===== src/rtl/grn_attractor_ctrl.sv =====
// Floyd cycle-detection sequencer for a GRN node array.
// Drives reset_nos/start_s0/start_s1 into the nodes and watches the registered
// s0 (tortoise) and s1 (hare) buses. It reports the transient length mu, the
// attractor period lambda and the first state on the attractor.
module grn_attractor_ctrl #(
  parameter int unsigned N_NODES  = 8,
  parameter int unsigned CW       = 16,
  parameter int unsigned MAX_ITER = 4096
) (
  input  logic               clk,
  input  logic               rst,
  input  logic               start,
  input  logic [N_NODES-1:0] init_vec,
  output logic               busy,
  output logic               reset_nos,
  output logic [N_NODES-1:0] init_state,
  output logic               start_s0,
  output logic               start_s1,
  input  logic [N_NODES-1:0] s0_state,
  input  logic [N_NODES-1:0] s1_state,
  output logic               res_valid,
  input  logic               res_ready,
  output logic [CW-1:0]      mu,
  output logic [CW-1:0]      lambda,
  output logic [N_NODES-1:0] attr_state,
  output logic               timeout
);

  typedef enum logic [3:0] {
    StIdle, StLoad, StF1, StF2, StFchk, StP1, StPchk,
    StReload, StPre, StMchk, StMa, StMb, StDone
  } state_e;

  state_e state_q, state_d;

  logic [N_NODES-1:0] init_state_q, init_state_d;
  logic [N_NODES-1:0] attr_q, attr_d;
  logic [CW-1:0]      iter_q, iter_d;
  logic [CW-1:0]      lambda_q, lambda_d;
  logic [CW-1:0]      mu_q, mu_d;
  logic [CW-1:0]      pre_q, pre_d;
  logic               timeout_q, timeout_d;

  logic          states_eq;
  logic [CW-1:0] iter_inc;
  logic          pre_more;

  assign states_eq = (s0_state == s1_state);
  assign iter_inc  = iter_q + CW'(1);
  assign pre_more  = (pre_q < lambda_q);

  // State register
  always_ff @(posedge clk) begin
    if (rst) state_q <= StIdle;
    else     state_q <= state_d;
  end

  // Next-state logic
  always_comb begin
    state_d = state_q;
    case (state_q)
      StIdle:   if (start) state_d = StLoad;
      StLoad:   state_d = StF1;
      StF1:     state_d = StF2;
      StF2:     state_d = StFchk;
      StFchk: begin
        if (states_eq)                   state_d = StP1;
        else if (iter_inc == CW'(MAX_ITER)) state_d = StDone;
        else                             state_d = StF1;
      end
      StP1:     state_d = StPchk;
      StPchk:   state_d = states_eq ? StReload : StP1;
      StReload: state_d = StPre;
      StPre:    state_d = pre_more ? StPre : StMchk;
      StMchk:   state_d = states_eq ? StDone : StMa;
      StMa:     state_d = StMb;
      StMb:     state_d = StMchk;
      StDone:   if (res_ready) state_d = StIdle;
      default:  state_d = StIdle;
    endcase
  end

  // Datapath registers: counters and held results
  always_ff @(posedge clk) begin
    if (rst) begin
      init_state_q <= '0;
      attr_q       <= '0;
      iter_q       <= '0;
      lambda_q     <= '0;
      mu_q         <= '0;
      pre_q        <= '0;
      timeout_q    <= 1'b0;
    end else begin
      init_state_q <= init_state_d;
      attr_q       <= attr_d;
      iter_q       <= iter_d;
      lambda_q     <= lambda_d;
      mu_q         <= mu_d;
      pre_q        <= pre_d;
      timeout_q    <= timeout_d;
    end
  end

  // Datapath next-state: counters advance only in their own phase
  always_comb begin
    init_state_d = init_state_q;
    attr_d       = attr_q;
    iter_d       = iter_q;
    lambda_d     = lambda_q;
    mu_d         = mu_q;
    pre_d        = pre_q;
    timeout_d    = timeout_q;
    case (state_q)
      StIdle: begin
        // Clear old results so a timeout run reports zeros everywhere
        if (start) begin
          init_state_d = init_vec;
          attr_d       = '0;
          iter_d       = '0;
          lambda_d     = '0;
          mu_d         = '0;
          timeout_d    = 1'b0;
        end
      end
      StFchk: begin
        iter_d = iter_inc;
        if (states_eq)                      lambda_d  = '0;
        else if (iter_inc == CW'(MAX_ITER)) timeout_d = 1'b1;
      end
      StP1:     lambda_d = lambda_q + CW'(1);
      StReload: pre_d = '0;
      StPre: begin
        if (pre_more) pre_d = pre_q + CW'(1);
        else          mu_d  = '0;
      end
      StMchk:   if (states_eq) attr_d = s0_state;
      StMb:     mu_d = mu_q + CW'(1);
      default: ;
    endcase
  end

  // Outputs: node pulses decoded from state, results from held registers
  always_comb begin
    reset_nos = (state_q == StLoad) || (state_q == StReload);
    start_s0  = (state_q == StF1) || (state_q == StF2) ||
                (state_q == StMa) || (state_q == StMb);
    start_s1  = (state_q == StF1) || (state_q == StF2) || (state_q == StP1) ||
                (state_q == StMa) || ((state_q == StPre) && pre_more);
    busy      = (state_q != StIdle);
    res_valid = (state_q == StDone);
  end

  assign init_state = init_state_q;
  assign attr_state = attr_q;
  assign mu         = mu_q;
  assign lambda     = lambda_q;
  assign timeout    = timeout_q;

endmodule


===== config.mk =====
export PLATFORM = sky130hd
export DESIGN_NAME = grn_attractor_ctrl
export DESIGN_NICKNAME = d
export VERILOG_FILES = /design/src/rtl/grn_attractor_ctrl.sv
export SDC_FILE = /design/constraint.sdc
export NUM_CORES = 1
export LEC_CHECK = 0
export BUFFER_PORTS_ARGS = -buffer_cell sky130_fd_sc_hd__buf_4
export CAP_MARGIN = 20
export CORE_ASPECT_RATIO = 1.1
export CORE_MARGIN = 2
export CORE_UTILIZATION = 57
export DETAILED_ROUTE_END_ITERATION = 10
export GPL_ROUTABILITY_DRIVEN = 0
export GPL_TIMING_DRIVEN = 0
export HOLD_SLACK_MARGIN = 0.15
export PLACE_DENSITY_LB_ADDON = 0.08
export SYNTH_ARGS = -nofsm -noshare
export SYNTH_HDL_FRONTEND = slang
export SYNTH_SLANG_ARGS = --single-unit

===== constraint.sdc =====
create_clock -name clk -period 2.8 [get_ports clk]
set_input_delay 0 -clock clk [delete_from_list [all_inputs] [get_ports clk]]
set_output_delay 0 -clock clk [all_outputs]
set_load 0.05 [all_outputs]

After elaboration in Yosys (flattened, before gate mapping)
Cells that the tools add are included.
Word-level totals
  bits in writable memories: 0
  input port bits: 28
  latch bits: 0
  output and inout port bits: 54
  logic and storage cells: 81
  memories: 0
  register bits after elaboration: 85
  memory bits (read-only): 0
Cells by class
  $add $sub $neg: 4
  divide/modulo/power cells: 0
  $lt $le $gt $ge: 1
  bitwise logic cells: 0
  reductions and logical operators: 23
  equal/unequal tests: 22
  $mul: 0
  multiplexer cells: 23
  shifts and indexed selects: 0
Operator list (number)
  one-hot mux 16 bit (3 select lines): 2
  adder 16 x 1 -> 16 bit (second input constant): 4
  2-to-1 mux 16 bit: 4
  one-hot mux 16 bit (2 select lines): 2
  one-hot mux 4 bit (13 select lines): 1
  == test 4 bit (second input constant): 5
  == test 16 x 13 -> 1 bit (second input constant): 1
  == test 4 x 3 -> 1 bit (second input constant): 4
  < comparator 16 bit: 1
  2-to-1 mux 4 bit: 4
  2-to-1 mux 8 bit: 2
  one-hot mux 8 bit (2 select lines): 1
  != test 2 bit (second input constant): 7
  AND reduction 3 bit: 3
  == test 4 x 2 -> 1 bit (second input constant): 2
  == test 8 bit: 1
  AND reduction 2 bit: 4
  logical OR 1 bit: 7
  nonzero test 2 bit: 3
  nonzero test 3 bit: 2
  == test 4 x 1 -> 1 bit (second input constant): 1
  zero test 4 bit: 1
  2-to-1 mux 1 bit: 4
  AND reduction 4 bit: 1
  other kinds (6): 6

Logic depth before layout (Yosys ltp)
Gate-level depths: netlist of run 1.
  word-level depth: 5
  gate-level depth with buffers: 9
  depth with buffers taken out: 8

Worst setup path before layout of run 1
No wires, ideal clock.
  path kind: register to register
  from: reg lambda_q[7] (netlist: lambda[7])
  to: reg mu_q[3] (netlist: mu[3])
  clock period less this slack: 2832 ps
  path buffers: 1
  setup time: 158 ps
  required time: 2642 ps
  data arrival time: 2673 ps
  cell stages (with the launch flop): 10
  path slack: -32 ps
  path through: dfxtp_1 -> inv_1 -> ha_1 -> nand3_1 -> or4_1 -> o32a_2 -> and3_1 -> buf_6 -> a211oi_4 -> a311oi_1
Between the ends
  longest elaborated chain between the ends: 3
RTL lines
  start: declaration: RTL line 39  | logic [CW-1:0] lambda_q, lambda_d;
  start signal: assignment: RTL line 97  | lambda_q <= lambda_d;
  < comparator 16 bit: RTL line 50  | assign pre_more = (pre_q < lambda_q);
  != test 2 bit (no source line)
  AND reduction 3 bit (no source line)
  end signal: assignment: RTL line 98  | mu_q <= mu_d;
  end: declaration: RTL line 40  | logic [CW-1:0] mu_q, mu_d;
No other way between the ends.
A chain may end at the register's enable or synchronous reset.

Worst setup path in the final report of run 1
  from: reg lambda_q[13] (netlist: lambda[13])
  to: out start_s1
Between the ends
  longest elaborated chain between the ends: 3
RTL lines
  < comparator 16 bit: RTL line 50
  logical AND 1 bit: RTL line 148  | (state_q == StMa) || ((state_q == StPre) && pre_more);
  logical OR 1 bit: RTL line 148
  end: declaration: RTL line 18  | output logic start_s1,
No other way between the ends.

==> results by group, run 1 <==
Outcome
  – Status: complete, no violations

Clock network
  – Clock Path Buffers: 2
  – CTS tree: built
  – Clock-pin slew on the worst setup and hold paths: ~80 ps
  – Root buf cell: clkbuf_8
  – Num CTS Buffers: 9
  – H-tree Lvls: 3
  – Worst skew pair latency: around 370 ps
  – Clock sinks: 85

Setup path
  – Critical path arrival: roughly 2700 ps
  – WS Path Type: flip-flop to output pin
  – Worst-path maximum fanout: 10
  – CP max-delay cell: or4_1
  – Worst path max stage delay: around 540 ps
  – Critical Path, Cell by Cell: inv_1, ha_1, nand4_1, or4_1, o32a_4, nand3_4, buf_6, nand3_1, buf_4
  – CP endpoint kind: output pin
  – Req. time, crit path: 2800 ps
  – Startpoint class of the critical path: flip-flop
  – Worst reg2reg setup slack: around 150 ps

Timing
  – Setup tns final: 0 ps
  – Max-slew violations: 0
  – Fmax: about 360 MHz
  – # setup viols final: 0
  – WHS: 163 ps
  – Fin. Hold Viols: 0
  – RSZ-0062 raised after global routing: no
  – Max Clock Skew: around 8 ps
  – Worst-margin pin slew: ~990 ps
  – Fin crit share: 0.979
  – Final Critical Period: ~2700 ps
  – Max_slew headroom: 0.333

Finish
  – Sequential cell area: about 1700 µm²
  – ANT cells: 0
  – Layout cells sized above 1: 0.176
  – Fin util: 0.726
  – Area grow syn2layout: 23.1%
  – Area of the multi-input gates: 3020 µm²
  – Final #Nets: a little under 800
  – Fillcell total: 727

Route
  – Vias: ~5200
  – Post-DRT Antenna Nets: 0
  – Vias per cell: about 6
  – Total detailed-routing wirelength: roughly 14000 µm
  – DR iter-0 viols: between 200 and 300
  – Drt first pass iters: 5
  – Wire length per cell: 15.9 µm
  – DR DRC count: 0

Placement
  – PortBufs: 80
  – Dpl hpwl: between 9000 and 10000 µm

Logic synthesis
  – Library cells used by synthesis: 60
  – Number of synthesized flops with an enable pin: 0
  – Yosys warnings: 0
  – Synthesized area: a little under 5000 µm²
  – Synth Instances: 630
  – Register bit total from synthesis: 85
  – Syn Nets: about 680
  – Asr flop ratio synth: 0
  – Most used DFF post-synth: dfxtp_1
  – Seq/Total Area, Yosys: 0.343
  – Syn Area/Cell: between 7 and 8 µm²

GRT
  – GRT Resource Usage Total: 0.287
  – Number of global-route vias before repair: approximately 4900
  – Largest net degree at the start of global routing: 14
  – First-pass GRT wire length: 22400 µm
  – Initial antenna violation count: 0
  – Remaining Overflow, GRT: 0

Job
  – Maxcap violations: 0

Floorplan
  – Core footprint: 8410 µm²
  – Die height: about 100 µm
  – I/O pin cnt: 82
  – Initial cell density of the core: 0.590
  – Die Wd: 92.9 µm
  – Die area: between 9000 and 10000 µm²
  – Site Rows: 35

Power and ir drop
  – Peak VDD IR: 0.275 mV
  – PD cells: between 400 and 500 nW/µm²
  – P_leak: about 2.3 nW

Min path
  – Hold Path Class: input port to flip-flop
final timing paths:
kind / from / to / depth (start not counted)
worst max-delay path: lambda[13] / start_s1 / 9
worst min-delay path: res_ready / state_q[3] / 5
worst max register to register: lambda[13] / mu[3] / 9
worst min register to register: attr_state[4] / attr_state[4] / 2
synthesized netlist by cell type (all sizes together) (5+ instances only):
cell type | instances | area share
nor3 | 17 | 0.017
nor4 | 13 | 0.021
and3 | 15 | 0.019
buf | 15 | 0.017
xnor2 | 23 | 0.041
a21oi | 45 | 0.048
xor2 | 9 | 0.016
o21ai | 29 | 0.029
and4 | 5 | 0.0088
nand2 | 87 | 0.066
ha | 19 | 0.048
nor2b | 5 | 0.0063
o211ai | 13 | 0.020
o2111ai | 12 | 0.021
a311oi | 13 | 0.023
clkbuf | 24 | 0.018
nand4 | 14 | 0.018
inv | 23 | 0.017
nand3 | 33 | 0.034
a31oi | 8 | 0.010
nor2 | 59 | 0.047
dfxtp | 85 | 0.34
a2111o | 11 | 0.025
per-stage QoR:
step | instances | cell area, µm² | setup slack [ps] | power, mW
final | 854 | 6100 | 58.8 | 2.49
after global routing | 854 | 6100 | 23.2 | 2.57
after CTS | 853 | 6080 | 22.2 | 2.49
after detailed placement | 821 | 5700 | 183 | 1.64
after global placement | 821 | 5700 | 194 | 1.63
after floorplan | 630 | 4960 | 10.4 | 1.51
cell families after synthesis:
kind of cell / count (synthesis) / share of synthesized area
and+or+nand+nor: 272 / 0.272
AOI/OAI and AO/OA: 160 / 0.228
DFF: 85 / 0.343
buffers and inverters: 62 / 0.0525
xor gates and xnor gates: 32 / 0.0565
adders and majority gates: 19 / 0.0479
state kept, by name, indices dropped and copies added (netlist names):
| name | cells |
|---|---|
| state_q | 4 |
| init_state | 8 |
| timeout | 1 |
| pre_q | 16 |
| lambda | 16 |
| attr_state | 8 |
| mu | 16 |
| iter_q | 16 |
per-layer routing:
metal / track usage / vias to the layer above / share of wire
met5: 0 / - / 0
met4: 0.113 / 0 / 0.022
met3: 0.0413 / 30 / 0.046
met2: 0.514 / 143 / 0.51
met1: 0.348 / 2500 / 0.43
li1: - / 2540 / -
report_power, final:
part	internal [mW]	leakage [nW]	switching, mW
clock network	0.403	0.0882	0.449
logic	0.137	1.52	0.263
registers	1.22	0.691	0.0138
what timing repair did:
action / in CTS / in global routing
endpoints found under the hold margin: 19 / 0
setup buffers: 0 / 1
endpoints found under the setup margin: 1 / 1
hold buffers: 18 / 0
resized for setup: 3 / 7
critical path: cells and delay by family (launching register included):
kind / cells / cell delay (ps)
simple gates: 4 / 910
compound gates: 1 / 360
flops: 1 / 380
buf+inv: 3 / 420
fa+ha+maj: 1 / 290
cells in the final DEF, fill, tap and decap left out, types with 3 or more instances in the layout:
cell type and n:
clkbuf_8 9, dfxtp_2 7, nor2_1 57, o2111ai_1 12, o21ai_0 28, a41oi_1 4
a22oi_1 3, or4_1 4, clkbuf_1 24, nor3b_1 4, nand2b_1 3, xor2_1 9
and3_1 15, nand4_1 14, buf_2 11, nand2_1 87, buf_4 82, nand3_1 32
xnor2_1 23, o32ai_1 3, dlygate4sd3_1 18, dfxtp_1 77, nor2b_1 5, nor4_2 4
nand4b_1 3, nor3_1 17, and2_1 4, a31oi_1 8, a2111o_1 11, and4_1 5
o211ai_1 13, ha_1 19, a311oi_1 13, a21oi_1 44, nor4_1 9, inv_1 23
area by class of cell:
cell class / count / area share
clock buffer: 10 / 0.0209
multi-input combinational: 483 / 0.494
clock inverter: 4 / 0.00841
sequential: 85 / 0.281
tap: 111 / 0.0228
buffer: 39 / 0.0295
timing repair buffer: 99 / 0.129
inverter: 23 / 0.0141
Note: power is estimated with default switching activity, not from simulation.
==> run 2: changes to the inputs <==
SETUP_SLACK_MARGIN = 0.15   (was default)
==> results by group, run 2 (same netlist as run 1, synthesis figures left out) <==
Outcome
  – Status: complete, no violations

Placement
  – Area after DPL: 5710 µm² (+0.20%)
  – Cell count after placement: 821 (unchanged)
  – PortBufs: 80 (unchanged)
  – Dpl hpwl: 10100 µm (+5.2%)

Timing
  – Worst-margin pin slew: 1020 ps (+29.8 ps)
  – Final Critical Period: 2600 ps (-137 ps)
  – Max_slew headroom: 0.313 (-0.0200)
  – Max-slew violations: 0 (unchanged)
  – # setup viols final: 0 (unchanged)
  – RSZ-0062 raised after global routing: no
  – Fin. Hold Viols: 0 (unchanged)
  – Fin crit share: 0.930 (-0.0488)
  – WHS: 175 ps (+11.7 ps)
  – Max Clock Skew: 8.26 ps (+0.0457 ps)
  – Setup tns final: 0 ps (unchanged)
  – Fmax: 384 MHz (+5.2%)

Finish
  – Most frequent cells in the layout: 87 x nand2_1, 83 x buf_4, 73 x dfxtp_1, 57 x nor2_1, 44 x a21oi_1
  – Layout cells sized above 1: 0.194 (+0.0178)
  – ANT cells: 0 (unchanged)
  – Final Instance Area: 6190 µm² (+1.4%)
  – Most common cell after layout, fill and taps aside: nand2_1
  – Non-Filler Instances: 858 (+0.47%)
  – Fillcell total: 653 (-10%)
  – Area grow syn2layout: 24.7%
  – Final #Nets: 789 (+0.25%)
  – Fin util: 0.736 (+0.00997)

Floorplan
  – Die height: 102 µm (unchanged)
  – I/O pin cnt: 82 (unchanged)
  – Die Wd: 92.9 µm (unchanged)
  – Initial cell density of the core: 0.590 (unchanged)
  – Die area: 9460 µm² (unchanged)
  – Site Rows: 35 (unchanged)
  – Core footprint: 8410 µm² (unchanged)

Clock network
  – H-tree Lvls: 3 (unchanged)
  – Worst skew pair latency: 360 ps (about the same)
  – Num CTS Buffers: 9 (unchanged)
  – CTS tree: built
  – Clock-pin slew on the worst setup and hold paths: 80 ps (about the same)
  – Clock sinks: 85 (unchanged)
  – Root buf cell: clkbuf_8
  – Clock Path Buffers: 2 (unchanged)

Job
  – Maxcap violations: 0 (unchanged)

Route
  – DR DRC count: 0 (unchanged)
  – Post-DRT Antenna Nets: 0 (unchanged)
  – Vias per cell: 6.16 (+0.83%)
  – Wire length per cell: 16.7 µm (+5.3%)
  – Vias: 5281 (+1.3%)
  – DR iter-0 viols: 307 (+8.9%)
  – Drt first pass iters: 6 (+1)
  – Total detailed-routing wirelength: 14300 µm (+5.8%)

GRT
  – First-pass GRT wire length: 23500 µm (+4.9%)
  – GRT Resource Usage Total: 0.307 (+0.0206)
  – Remaining Overflow, GRT: 0 (unchanged)
  – Largest net degree at the start of global routing: 14 (unchanged)
  – Initial antenna violation count: 0 (unchanged)
  – Number of global-route vias before repair: 5021 (+2.8%)

Power and ir drop
  – Sw frac: 0.286 (-0.00598)
  – Psw: 718 µW (-1.1%)
  – P_leak: 2.32 nW (+1.1%)
  – Clock share of power: 0.349 (+0.007)
  – Internal Power: 1.80 mW (+1.8%)
  – Peak VDD IR: 0.322 mV (+17%)
  – Comb power frac: 0.160 (about the same)
  – Sequential power share: 0.490 (-0.007)
  – PD cells: 406 nW/µm² (-0.39%)

Setup path
  – Startpoint class of the critical path: flip-flop
  – WS Path Type: flip-flop to flip-flop
  – Critical path arrival: 2830 ps (+90 ps)
  – Req. time, crit path: 3030 ps (+230 ps)
  – CP endpoint kind: flip-flop
  – Worst-path maximum fanout: 6 (-4)

Min path
  – Hold Path Class: input port to flip-flop
run 2: final cells by class:
type	count	area (µm²)	share of cell area
buffer	39	183	0.0295
clock buffer	13	149	0.0241
clock inverter	3	45.0	0.00728
inverter	23	86.3	0.0140
multi-input combinational	483	3050	0.493
sequential	85	1730	0.279
tap	111	139	0.0224
timing repair buffer	101	805	0.130
run 2: what timing repair did:
item                                    4_1_cts  5_1_grt
hold endpoints to repair                     18        0
cloned                                        0        0
resized for setup                             6       12
hold buffers                                 17        0
endpoints found under the setup margin        2       19
buffers inserted                              1        2
run 2: stage by stage:
stage / total power [mW] / setup slack [ps]
after floorplan: 1.51 / 180
after global placement: 1.63 / 223
after detailed placement: 1.63 / 182
after CTS: 2.52 / 158
after global routing: 2.61 / 94.0
final: 2.51 / 195
run 2: layer usage:
layer / wire [µm] / vias to the layer above / track usage
li1: - / 2543 / -
met1: 5770 / 2470 / 0.364
met2: 7410 / 235 / 0.572
met3: 814 / 33 / 0.0457
met4: 322 / 0 / 0.0962
met5: 0 / - / 0
run 2: path summary, 6_finish.rpt:
path,from,endpoint,slack (ps),cells after the start
max,lambda[13],mu[3],200,9
min,res_ready,state_q[3],170,5
max reg2reg,lambda[13],mu[3],200,9
min reg2reg,attr_state[5],attr_state[5],460,2
run 2: power by group through the flow:
stage	registers (mW)	logic (mW)	clock network (mW)
floorplan	1.31	0.204	0
global placement	1.27	0.362	0
finish	1.23	0.403	0.878
global route	1.24	0.435	0.941
detailed placement	1.27	0.368	0
CTS	1.24	0.394	0.889
run 2: worst max-delay path, cell delays in order (launching register included):
cell	delay, ps
dfxtp_4	380
inv_1	50
ha_1	280
nand4_1	130
or4_4	540
o32a_4	360
and3_4	180
buf_6	130
a211oi_4	290
a311oi_1	140
==> run 3: changes to the inputs <==
CORE_UTILIZATION = 45   (was 57)
==> results by group, run 3 (same netlist as run 1, synthesis figures left out) <==
Route
  – Drt first pass iters: 5 (-1)
  – Post-DRT Antenna Nets: 0 (unchanged)
  – Vias: 5148 (-2.5%)
  – Total detailed-routing wirelength: 14100 µm (-1.5%)
  – Vias per cell: 5.77 (-6.2%)
  – DR iter-0 viols: 249 (-19%)
  – DR DRC count: 0 (unchanged)
  – Wire length per cell: 15.8 µm (-5.3%)

Clock network
  – Num CTS Buffers: 9 (unchanged)
  – CTS tree: built
  – Clock-pin slew on the worst setup and hold paths: 60 ps (-20 ps)
  – Clock Path Buffers: 2 (unchanged)
  – H-tree Lvls: 3 (unchanged)
  – Worst skew pair latency: 340 ps (-20 ps)
  – Root buf cell: clkbuf_16
  – Clock sinks: 85 (unchanged)

Setup path
  – Critical path arrival: 2810 ps (-20 ps)
  – Req. time, crit path: 3000 ps (-30 ps)
  – CP max-delay cell: or4_4
  – CP endpoint kind: flip-flop
  – Worst-path maximum fanout: 6 (unchanged)
  – Startpoint class of the critical path: flip-flop
  – Worst path max stage delay: 520 ps (-20 ps)
  – Critical Path, Cell by Cell: inv_1, ha_1, nand4_1, or4_4, o32a_4, and3_1, buf_6, a211oi_4, a311oi_1
  – WS Path Type: flip-flop to flip-flop

Finish
  – Non-Filler Instances: 892 (+4.0%)
  – Most frequent cells in the layout: 87 x nand2_1, 81 x buf_4, 73 x dfxtp_1, 57 x nor2_1, 44 x a21oi_1
  – Layout cells sized above 1: 0.188 (-0.00619)
  – Fin util: 0.586 (-0.150)
  – Most common cell after layout, fill and taps aside: nand2_1
  – Final Instance Area: 6340 µm² (+2.4%)
  – Area grow syn2layout: 27.7%
  – ANT cells: 0 (unchanged)
  – Final #Nets: 787 (-0.25%)
  – Fillcell total: 1038 (+59%)

Placement
  – Dpl hpwl: 9940 µm (-1.4%)
  – PortBufs: 80 (unchanged)
  – Cell count after placement: 857 (+4.4%)
  – Area after DPL: 5760 µm² (+0.79%)

GRT
  – Remaining Overflow, GRT: 0 (unchanged)
  – Initial antenna violation count: 0 (unchanged)
  – First-pass GRT wire length: 23200 µm (-1.2%)
  – Largest net degree at the start of global routing: 14 (unchanged)
  – GRT Resource Usage Total: 0.237 (-0.0700)
  – Number of global-route vias before repair: 4873 (-2.9%)

Floorplan
  – Core footprint: 10800 µm² (+29%)
  – Die height: 114 µm (+12%)
  – Site Rows: 40 (+14%)
  – Die area: 11900 µm² (+26%)
  – Initial cell density of the core: 0.459 (-0.131)
  – Die Wd: 104 µm (+12%)
  – I/O pin cnt: 82 (unchanged)

Power and ir drop
  – Comb power frac: 0.136 (-0.024)
  – Sw frac: 0.259 (-0.0266)
  – Sequential power share: 0.418 (-0.072)
  – Internal Power: 2.19 mW (+22%)
  – Clock share of power: 0.446 (+0.097)
  – Psw: 766 µW (+6.7%)
  – Peak VDD IR: 0.366 mV (+14%)
  – PD cells: 467 nW/µm² (+15%)
  – P_leak: 2.38 nW (+2.5%)

Timing
  – Fmax: 383 MHz (-0.20%)
  – Max_slew headroom: 0.364 (+0.0509)
  – RSZ-0062 raised after global routing: yes
  – Max-slew violations: 0 (unchanged)
  – Fin. Hold Viols: 0 (unchanged)
  – Setup tns final: 0 ps (unchanged)
  – Max Clock Skew: 7.09 ps (-1.17 ps)
  – Worst-margin pin slew: 947 ps (-75.8 ps)
  – Fin crit share: 0.932 (+0.00185)
  – Final Critical Period: 2610 ps (+5.19 ps)
  – WHS: 202 ps (+26.8 ps)
  – # setup viols final: 0 (unchanged)

Job
  – Maxcap violations: 0 (unchanged)

Outcome
  – Status: complete, no violations

Min path
  – Hold Path Class: input port to flip-flop
run 3: changes by cell type in the layout (fill, tap and decap cells not counted), sizes merged:
cell / change
buf: -1
bufinv: +1
clkbuf: -1
clkinvlp: -1
run 3: layer usage:
metal / track usage / share of wire / vias up
li1: - / - / 2549
met1: 0.292 / 0.43 / 2455
met2: 0.420 / 0.51 / 119
met3: 0.0393 / 0.039 / 25
met4: 0.0856 / 0.022 / 0
met5: 0 / 0 / -
run 3: final timing paths:
check | startpoint | endpoint | slack, ps | cells after the start
worst max register to register | lambda[12] | mu[3] | 190 | 9
worst max-delay path | lambda[12] | mu[3] | 190 | 9
worst min-delay path | res_ready | state_q[3] | 200 | 5
worst min register to register | attr_state[7] | attr_state[7] | 450 | 2
run 3: critical path: cells and delay by family, from the launching register on:
| family | cells | cell delay [ps] |
|---|---|---|
| AND/OR/NAND/NOR | 3 | 830 |
| AO/OA/AOI/OAI | 3 | 780 |
| flip-flops | 1 | 360 |
| adder cells (fa/ha/maj) | 1 | 280 |
| buffers and inverters | 2 | 200 |
run 3: through the flow:
step	total power, mW	worst slack, ps
finish	2.96	190
CTS	2.97	154
detailed placement	1.64	193
global placement	1.63	230
floorplan	1.51	180
global route	3.06	102
run 3: power groups by stage:
stage               Combinational (mW)  Clock [mW]  Sequential [mW]
floorplan                        0.204           0             1.31
global placement                 0.367           0             1.27
detailed placement               0.374           0             1.27
CTS                              0.396        1.34             1.24
global route                     0.434        1.39             1.24
finish                           0.403        1.32             1.23
run 3: cell type report:
cell class | count | area, µm² | area share
inverters | 23 | 86.3 | 0.0136
multi-input cells | 483 | 3040 | 0.479
well taps | 147 | 184 | 0.0290
clock buffers | 13 | 260 | 0.0411
plain buffers | 39 | 186 | 0.0294
flip-flops and latches | 85 | 1730 | 0.273
repair buffers | 99 | 787 | 0.124
clock inverters | 3 | 67.6 | 0.0107
run 3: what timing repair did:
item                                   in CTS  in global routing
hold buffers                               17                  0
endpoints found under the hold margin      18                  0
setup endpoints to repair                   1                 15
setup buffers                               1                  0
resized for setup                           5                  9
